### src/rtl/uart_rx_pkg.sv
// Shared types and constants for the UART RX deserialiser.
package uart_rx_pkg;

  // Frame position of the receiver.
  typedef enum logic [1:0] {
    IDLE   = 2'd0,
    DATA   = 2'd1,
    PARITY = 2'd2,
    STOP   = 2'd3
  } rx_state_t;

  // Parity mode encodings for parity_odd.
  localparam logic PAR_EVEN = 1'b0;
  localparam logic PAR_ODD  = 1'b1;

  // Supported DATA_BITS range.
  localparam int unsigned DATA_BITS_MIN = 5;
  localparam int unsigned DATA_BITS_MAX = 9;

endpackage : uart_rx_pkg

### src/rtl/uart_rx_bitcnt.sv
// Frame-position counter: clears on start, counts data-bit shifts and flags
// the shift that completes the data field.
module uart_rx_bitcnt #(
  parameter int unsigned CNT_W = 4,
  parameter int unsigned TERM  = 8
) (
  input  logic             clock,
  input  logic             reset,
  input  logic             clear,
  input  logic             inc,
  output logic [CNT_W-1:0] cnt,
  output logic             tc_c
);

  logic [CNT_W-1:0] cnt_q;
  logic [CNT_W-1:0] cnt_d;

  // Next count: clear has priority over increment.
  always_comb begin
    cnt_d = cnt_q;
    if (clear) begin
      cnt_d = '0;
    end else if (inc) begin
      cnt_d = cnt_q + CNT_W'(1);
    end
  end

  // Count register with synchronous reset.
  always_ff @(posedge clock) begin
    if (reset) begin
      cnt_q <= '0;
    end else begin
      cnt_q <= cnt_d;
    end
  end

  assign cnt  = cnt_q;
  // High while the next data shift is the last one of the data field.
  assign tc_c = (cnt_q == CNT_W'(TERM - 1));

endmodule : uart_rx_bitcnt

### src/rtl/uart_rx_deser.sv
// UART RX deserialiser: assembles DATA_BITS LSB-first from timing-engine
// strobes, checks optional parity and the stop bit, and presents a registered
// word with done/error flags.
// Optional feature macro: UART_RX_OVERRUN_EN (unread/overrun tracking with ack).
module uart_rx_deser
  import uart_rx_pkg::*;
#(
  parameter int unsigned DATA_BITS = 8,
  parameter int unsigned BIT_CNT_W = 4
) (
  input  logic                 clock,
  input  logic                 reset,
  input  logic                 start,
  input  logic                 shift,
  input  logic                 rx,
  input  logic                 parity_en,
  input  logic                 parity_odd,
  input  logic                 ack,
  output logic [DATA_BITS-1:0] data,
  output logic                 done,
  output logic                 busy,
  output logic                 parity_err,
  output logic                 frame_err,
  output logic                 overrun
);

  rx_state_t            state_q, state_d;
  logic [DATA_BITS-1:0] sr_q, sr_d;
  logic                 par_bit_q, par_bit_d;
  logic                 par_en_l_q, par_en_l_d;
  logic                 par_odd_l_q, par_odd_l_d;
  logic [DATA_BITS-1:0] data_q, data_d;
  logic                 done_q, done_d;
  logic                 busy_q, busy_d;
  logic                 parity_err_q, parity_err_d;
  logic                 frame_err_q, frame_err_d;

  logic                 cnt_clr_c;
  logic                 cnt_inc_c;
  logic                 cnt_tc_c;
  logic                 complete_c;
  logic                 exp_par_c;
  logic [BIT_CNT_W-1:0] unused_bit_cnt;

  uart_rx_bitcnt #(
    .CNT_W (BIT_CNT_W),
    .TERM  (DATA_BITS)
  ) u_bitcnt (
    .clock (clock),
    .reset (reset),
    .clear (cnt_clr_c),
    .inc   (cnt_inc_c),
    .cnt   (unused_bit_cnt),
    .tc_c  (cnt_tc_c)
  );

  // Parity bit the sender should have produced for the assembled word.
  assign exp_par_c = (^sr_q) ^ (par_odd_l_q == PAR_ODD);

  // Next-state, shift register and completion-flag logic; start beats shift.
  always_comb begin
    state_d      = state_q;
    sr_d         = sr_q;
    par_bit_d    = par_bit_q;
    par_en_l_d   = par_en_l_q;
    par_odd_l_d  = par_odd_l_q;
    data_d       = data_q;
    done_d       = 1'b0;
    parity_err_d = parity_err_q;
    frame_err_d  = frame_err_q;
    cnt_clr_c    = 1'b0;
    cnt_inc_c    = 1'b0;
    complete_c   = 1'b0;

    if (start) begin
      state_d     = DATA;
      cnt_clr_c   = 1'b1;
      par_en_l_d  = parity_en;
      par_odd_l_d = parity_odd;
    end else if (shift) begin
      unique case (state_q)
        IDLE: begin
          state_d = IDLE;
        end
        DATA: begin
          sr_d      = {rx, sr_q[DATA_BITS-1:1]};
          cnt_inc_c = 1'b1;
          if (cnt_tc_c) begin
            state_d = par_en_l_q ? PARITY : STOP;
          end
        end
        PARITY: begin
          par_bit_d = rx;
          state_d   = STOP;
        end
        STOP: begin
          complete_c   = 1'b1;
          state_d      = IDLE;
          data_d       = sr_q;
          frame_err_d  = ~rx;
          parity_err_d = par_en_l_q & (par_bit_q != exp_par_c);
          done_d       = 1'b1;
        end
        default: begin
          state_d = IDLE;
        end
      endcase
    end

    busy_d = (state_d != IDLE);
  end

  // Frame state, shift register and output registers.
  always_ff @(posedge clock) begin
    if (reset) begin
      state_q      <= IDLE;
      sr_q         <= '0;
      par_bit_q    <= 1'b0;
      par_en_l_q   <= 1'b0;
      par_odd_l_q  <= PAR_EVEN;
      data_q       <= '0;
      done_q       <= 1'b0;
      busy_q       <= 1'b0;
      parity_err_q <= 1'b0;
      frame_err_q  <= 1'b0;
    end else begin
      state_q      <= state_d;
      sr_q         <= sr_d;
      par_bit_q    <= par_bit_d;
      par_en_l_q   <= par_en_l_d;
      par_odd_l_q  <= par_odd_l_d;
      data_q       <= data_d;
      done_q       <= done_d;
      busy_q       <= busy_d;
      parity_err_q <= parity_err_d;
      frame_err_q  <= frame_err_d;
    end
  end

`ifdef UART_RX_OVERRUN_EN
  logic unread_q, unread_d;
  logic overrun_q, overrun_d;

  // Unread/overrun tracking; a completion coincident with ack never overruns.
  always_comb begin
    unread_d  = unread_q;
    overrun_d = overrun_q;
    if (complete_c) begin
      unread_d = 1'b1;
    end else if (ack) begin
      unread_d = 1'b0;
    end
    if (ack) begin
      overrun_d = 1'b0;
    end else if (complete_c && unread_q) begin
      overrun_d = 1'b1;
    end
  end

  // Overrun state registers.
  always_ff @(posedge clock) begin
    if (reset) begin
      unread_q  <= 1'b0;
      overrun_q <= 1'b0;
    end else begin
      unread_q  <= unread_d;
      overrun_q <= overrun_d;
    end
  end

  assign overrun = overrun_q;
`else
  logic unused_ack;
  logic unused_complete;

  assign unused_ack      = ack;
  assign unused_complete = complete_c;
  assign overrun         = 1'b0;
`endif

  assign data       = data_q;
  assign done       = done_q;
  assign busy       = busy_q;
  assign parity_err = parity_err_q;
  assign frame_err  = frame_err_q;

endmodule : uart_rx_deser

### config.mk
export PLATFORM = sky130hd
export DESIGN_NAME = uart_rx_deser
export DESIGN_NICKNAME = d
export VERILOG_FILES = /design/src/rtl/uart_rx_pkg.sv /design/src/rtl/uart_rx_bitcnt.sv /design/src/rtl/uart_rx_deser.sv
export SDC_FILE = /design/constraint.sdc
export NUM_CORES = 1
export LEC_CHECK = 0
export CORE_MARGIN = 1
export CORE_UTILIZATION = 49
export CTS_BUF_LIST = sky130_fd_sc_hd__clkbuf_8
export CTS_CLUSTER_DIAMETER = 200
export CTS_CLUSTER_SIZE = 16
export DETAILED_ROUTE_END_ITERATION = 8
export PLACE_DENSITY = 0.83
export SLEW_MARGIN = 15
export SYNTH_ARGS = -nofsm -noshare
export SYNTH_HDL_FRONTEND = slang
export SYNTH_SLANG_ARGS = --single-unit
export TNS_END_PERCENT = 20
### constraint.sdc
create_clock -name clock -period 1.3 [get_ports clock]
set_input_delay 0.195 -clock clock [delete_from_list [all_inputs] [get_ports clock]]
set_output_delay 0.195 -clock clock [all_outputs]
set_load 0.02 [all_outputs]
==> results of run 1 <==
## power by group
part | switching (W) | internal, W
combinational | 0.0000610 | 0.0000653
clock | 0.000318 | 0.000355
sequential | 0.00000803 | 0.000897
total | 0.000387 | 0.00132
## kinds of logic (layout without fill, tap and decap cells)
logic type | Yosys count | in the layout | synth area share (%)
and+or+nand+nor | 63 | 63 | 26.9
DFF | 29 | 29 | 46.2
AOI/OAI and AO/OA | 22 | 22 | 9.36
xor gates and xnor gates | 10 | 10 | 8.07
buffers and inverters | 9 | 47 | 4.98
muxes | 4 | 4 | 3.19
adders and majority gates | 1 | 1 | 0.996
other | 1 | 1 | 0.299
## metrics by stage
step	util, %	hold WS, ns	worst slack [ns]	total power [W]
floorplan	-	0.331	0.0286	0.000991
global placement	66.5	0.443	-0.372	0.00104
detailed placement	66.5	0.444	-0.444	0.00105
CTS	69.7	0.449	-0.00838	0.00171
global route	73.0	0.465	-0.0427	0.00177
finish	73.0	0.449	0.0606	0.00170
## timing repair
action / in CTS / in global routing
buffers inserted: 1 / 4
gates resized for setup: 15 / 13
setup endpoints to repair: 27 / 20
pin swaps: 2 / 5
## worst max-delay path: cells and delay by family, from the launching register on
kind,cells,cell delay [ns]
DFF,1,0.35
buffers and inverters,1,0.18
and+or+nand+nor,3,0.39
xor gates and xnor gates,1,0.21
## state kept, by name, summed over array words and instances, names as in the netlist
name and cells:
data 8, sr_q 8, u_bitcnt.cnt 4, state_q 2
busy 1, done 1, frame_err 1, par_bit_q 1
par_en_l_q 1, par_odd_l_q 1, parity_err 1
## final cells by class
type	instances	area share, %
multi-input cells	101	38.4
flip-flops and latches	29	34.9
repair buffers	39	19.9
clock buffers	5	4.07
well taps	28	2.07
clock inverters	3	0.665
## layer usage
layer  up-vias  global-route usage, %
li1        543                      -
met1       521                   24.6
met2        32                   39.0
met3         5                   7.83
met4         0                   10.5
met5         -                      0
## worst max path at each step
stage                            endpoint  depth (start not counted)  slack [ns]
after floorplan           u_bitcnt.cnt[1]                          5        0.03
after global placement    u_bitcnt.cnt[0]                          5       -0.37
after detailed placement  u_bitcnt.cnt[3]                          5       -0.44
after CTS                 u_bitcnt.cnt[3]                          5      -0.008
after global routing      u_bitcnt.cnt[3]                          5       -0.04
final                     u_bitcnt.cnt[3]                          5        0.06
## placed cells by master (no fill, tap or decap), drive strengths merged
cell type / synthesis / final
a211oi: 2 / 2
a21oi: 18 / 18
and4b: 1 / 1
and4bb: 1 / 1
buf: 6 / 21
clkbuf: 3 / 5
clkdlybuf4s50: 0 / 4
conb: 1 / 1
dfxtp: 29 / 29
dlygate4sd2: 0 / 14
ha: 1 / 1
inv: 0 / 3
mux2i: 4 / 4
nand2: 35 / 35
nand2b: 1 / 1
nand3: 1 / 1
nand3b: 2 / 2
nand4: 1 / 1
nand4b: 1 / 1
nor2: 9 / 9
nor2b: 1 / 1
nor3: 6 / 6
nor3b: 2 / 2
nor4bb: 1 / 1
o211ai: 1 / 1
o21ai: 1 / 1
or3: 1 / 1
xnor2: 7 / 7
xnor3: 1 / 1
xor2: 2 / 2
==> flow_summary.json, run 1 <==
{
  "worst_hold_path_type": "reg -> reg",
  "cell_count_post_placement": 192,
  "fin_tns_setup_ns": 0,
  "hold-path-endpoint": "data[4]",
  "grt_antenna_before_repair": 0,
  "timing.critical_path.from": "state_q[1]",
  "routed-wl-met3_um": 133,
  "drc": 0,
  "cp_slowest_cell": "dfxtp_4",
  "async_flop_share_pct": 0,
  "final.min_clock_period_ns": 1.24,
  "worstReg2RegStart": "state_q[1]",
  "kind_of_end_point_of_the_critical_path": "flop",
  "seq_area_frac_synth_pct": 46.2,
  "crit_chain": "nor4bb_4, buf_4, nand4_1, xor2_1, nor3_2",
  "timing.reg2reg.worst_path_depth": 5,
  "min_period_over_period_pct": 95.3,
  "synth_edf_count": 0,
  "place_area_sq_mm": 0.00154,
  "top_level_ports": 21,
  "vdd_ir_drop_max_mv": 0.859,
  "clock_tree.buffer_depth": 2,
  "cts.root.buffer_cell": "clkbuf_8",
  "cpPeakStageDelay_ns": 0.35,
  "grt_start_max_net_pins": 16,
  "post_route_cells_drive_above_1_share_pct": 24.3,
  "grt_overflow": 0,
  "drt-wirelength-per-cell_um": 13.6,
  "setup_violations": 0,
  "endpoint_of_the_most_critical_register_to_register_path": "u_bitcnt.cnt[3]",
  "route.top_layer_used": "met4",
  "fillCellCount": 162,
  "die_w_um": 52.6,
  "yosysWarningCount": 0,
  "cp_data_arrival_time_ns": 1.41,
  "run_status": "complete, no violations",
  "clk_pin_slew_worst_paths_ns": 0.06,
  "crit_required_ns": 1.47,
  "routed-via-count": 1101,
  "finish.cell_count_without_fillers": 205,
  "gpl.final_weighted_congestion": 0.793,
  "detailedRoute.firstPassIterationCount": 4,
  "clock-skew-final_ns": 0.00256,
  "synthTopCellsByArea": "dfxtp_1 46%, nand2_1 10%, a21oi_1 7.2%, xnor2_1 4.9%, mux2i_1 3.2%",
  "maxCapViolCount": 0,
  "finalHoldViolCount": 0,
  "critical_path.max_fanout": 5,
  "floorplan.die_area_sq_mm": 0.00277,
  "min_from": "data[4]",
  "areaGrowthSynthToFinish_pct": 34.8,
  "r2r_slack_ns": 0.06,
  "synthFlopType": "dfxtp_1",
  "multiInputGateArea_sq_um": 651,
  "synth_top_cell_area_share_pct": 46.2,
  "netlist.top_cell.by_area": "dfxtp_1",
  "groute.usage.overall_pct": 22.7,
  "nNetsFinal": 185,
  "clk_latency_ns": 0.28,
  "cts_inserted_buffers": 5,
  "first_global_vias": 1029,
  "cts-htree-levels": 2,
  "cts_tree": "done",
  "critPathKind": "reg -> reg",
  "postSynthAreaPerCell_sq_um": 9.04,
  "initial_core_util_pct": 54.2,
  "synth_cell_types": 31,
  "leakage_nw": 0.688,
  "first_pass_grt_wire_length_um": 4400,
  "post_drt_via_cell_ratio": 5.37,
  "cell_count_of_the_worst_hold_path": 2,
  "ctsHoldBuffers": 0,
  "post_syn_area_sq_mm": 0.00126,
  "dpl.hpwl_um": 1870,
  "maxClockFrequency_mhz": 807,
  "die-height_um": 52.6,
  "power.density_cell_area_mw_per_mm2": 1010,
  "synth_fp_nets": 148,
  "regArea_sq_um": 591,
  "synth.ff_latch_count": 29,
  "timing.final.max_slew_violations": 0,
  "clkSinkCount": 29,
  "num_antenna_cells": 0,
  "rsz0062_at_grt": "yes",
  "synth_most_common_cell": "nand2_1",
  "core_region_area_sq_mm": 0.00232,
  "final_design_area_no_fill_sq_mm": 0.00169,
  "met1_length_um": 1210,
  "detail_route.wirelength_um": 2790,
  "core.rowCount": 17,
  "timing.critical_path.from_type": "flop",
  "routed-wl-met2_um": 1400,
  "io_buffer_count": 18,
  "syn-instance-count": 139,
  "detailedRoute.firstIterationViolations": 21,
  "post_synth_most_frequent_cells": "35 x nand2_1, 29 x dfxtp_1, 18 x a21oi_1",
  "drtAntennaViolNets": 0
}
Note: power is estimated with default switching activity, not from simulation.
==> run 2: changes to the inputs <==
Settings changed: CORE_UTILIZATION 49 to 46, CTS_BUF_LIST sky130_fd_sc_hd__clkbuf_8 to sky130_fd_sc_hd__clkbuf_4 sky130_fd_sc_hd__clkbuf_8 sky130_fd_sc_hd__clkbuf_16, PLACE_DENSITY 0.83 to 0.79.
==> run 2 against run 1 <==
Sequential share of layout area grew 1.2 points. Critical path type unchanged. First-iteration DRC count shrank 19%. Routed wire length shrank 15%. Core utilization shrank 8.6 points. Global-route usage shrank 3.3 points. Largest power group unchanged. Final cell count shrank 2.0%. Sequential cell count is the same.
==> flow_summary.json, run 2 (same netlist as run 1, synthesis figures left out) <==
{
  "run_status": "complete, no violations",
  "initial_core_util_pct": 49.8,
  "grt_start_max_net_pins": 22,
  "cts_inserted_buffers": 5,
  "layout.cells.most_common": "nand2_1",
  "cts-htree-levels": 2,
  "routed-via-count": 1018,
  "critical_path_buf_inv_count": 0,
  "grt.met3_usage_pct": 5.83,
  "grt_busiest_layer": "met2",
  "rsz0062_at_grt": "yes",
  "clock_tree.buffer_depth": 2,
  "timing.critical_path.from_type": "flop",
  "top_level_ports": 21,
  "io_buffer_count": 18,
  "nNetsFinal": 179,
  "maxCapViolCount": 0,
  "critPathKind": "reg -> reg",
  "maxClockFrequency_mhz": 799,
  "drt-wirelength-per-cell_um": 11.8,
  "detail_route.wirelength_um": 2370,
  "post_drt_via_cell_ratio": 5.06,
  "final.min_clock_period_ns": 1.25,
  "vdd_ir_drop_max_mv": 0.973,
  "clk_latency_ns": 0.32,
  "drc": 0,
  "cp_slowest_cell": "xnor3_1",
  "cpPeakStageDelay_ns": 0.44,
  "num_antenna_cells": 0,
  "final_design_area_no_fill_sq_mm": 0.00162,
  "finalHoldViolCount": 0,
  "grt.met2_usage_pct": 29.3,
  "clock-skew-final_ns": 0.00769,
  "ctsHoldBuffers": 0,
  "core_region_area_sq_mm": 0.00252,
  "post_route_cells_drive_above_1_share_pct": 19.9,
  "timing.final.max_slew_violations": 0,
  "grt_antenna_before_repair": 0,
  "worst_hold_path_type": "in -> reg",
  "grt_overflow": 0,
  "areaGrowthSynthToFinish_pct": 29.3,
  "setup_ws_ns": 0.0489,
  "power.density_cell_area_mw_per_mm2": 1110,
  "detailedRoute.firstPassIterationCount": 4,
  "most-common-layout-cells": "35 x nand2_1, 26 x dfxtp_1, 18 x a21oi_1, 14 x dlygate4sd2_1, 14 x buf_4",
  "drtAntennaViolNets": 0,
  "floorplan.die_area_sq_mm": 0.00294,
  "crit_required_ns": 1.51,
  "dominant_delay_contributor_by_cell_family_on_the_critical_path": "XOR/XNOR gates",
  "groute.usage.overall_pct": 19.3,
  "gpl.final_weighted_congestion": 0.778,
  "clkSinkCount": 29,
  "crit_chain": "xnor2_1, xnor3_1, nand3_1, o211ai_1",
  "min_period_over_period_pct": 96.2,
  "die_w_um": 54.3,
  "post-place-ws_ns": -0.412,
  "kind_of_end_point_of_the_critical_path": "flop",
  "first_pass_grt_wire_length_um": 3870,
  "detailedRoute.firstIterationViolations": 17,
  "place_area_sq_mm": 0.00153,
  "cts_tree": "done",
  "dpl.hpwl_um": 1710,
  "die-height_um": 54.3,
  "first_global_vias": 884,
  "core.rowCount": 18,
  "fillCellCount": 212,
  "cp_data_arrival_time_ns": 1.46,
  "critical_path.max_fanout": 4,
  "cts.root.buffer_cell": "clkbuf_4",
  "grt_util_met1_pct": 25.1,
  "leakage_nw": 0.652,
  "clk_pin_slew_worst_paths_ns": 0.09,
  "setup_violations": 0
}
## run 2: layout make-up
cell class	count	area (sq um)	share of cell area, %
clock inverters	1	30.0	1.85
well taps	30	37.5	2.31
clock buffers	7	58.8	3.62
flip-flops and latches	29	587	36.1
multi-input cells	101	623	38.4
repair buffers	33	288	17.7
## run 2: stage by stage
step / cells / TNS, ns / total power [W] / util, % / hold slack [ns]
final: 201 / 0 / 0.00181 / 64.4 / 0.444
after global placement: 192 / -6.54 / 0.00104 / 60.6 / 0.444
after floorplan: 139 / 0 / 0.000991 / - / 0.331
after global routing: 201 / -0.0701 / 0.00188 / 64.4 / 0.454
after CTS: 200 / -0.0453 / 0.00183 / 63.5 / 0.435
after detailed placement: 192 / -7.21 / 0.00105 / 60.6 / 0.447
## run 2: path summary, 6_finish.rpt
kind,from,end,slack [ns],cells after the start
worst min-delay path,start,state_q[1],0.44,3
worst max register to register,sr_q[4],parity_err,0.05,4
worst min register to register,data[1],data[1],0.45,2
worst max-delay path,sr_q[4],parity_err,0.05,4
## run 2: worst min-delay path, stage by stage
cell and delay [ns]:
dlygate4sd2_1 0.29, buf_4 0.19, nor3_1 0.06
## run 2: routing by layer
| metal | wire (um) | vias to the layer above |
|---|---|---|
| met5 | 0 | - |
| met4 | 21 | 0 |
| met3 | 99 | 2 |
| met2 | 1140 | 24 |
| met1 | 1110 | 461 |
| li1 | - | 531 |
## run 2: power breakdown
group / leakage [nW] / internal [W] / switching (W)
combinational: 0.367 / 0.0000606 / 0.0000569
sequential: 0.236 / 0.000897 / 0.00000892
clock: 0.0489 / 0.000480 / 0.000303
## run 2: timing repair
action | CTS | global route
endpoints found under the setup margin | 25 | 13
pin swaps | 1 | 0
resized for setup | 16 | 4
setup buffers | 0 | 1
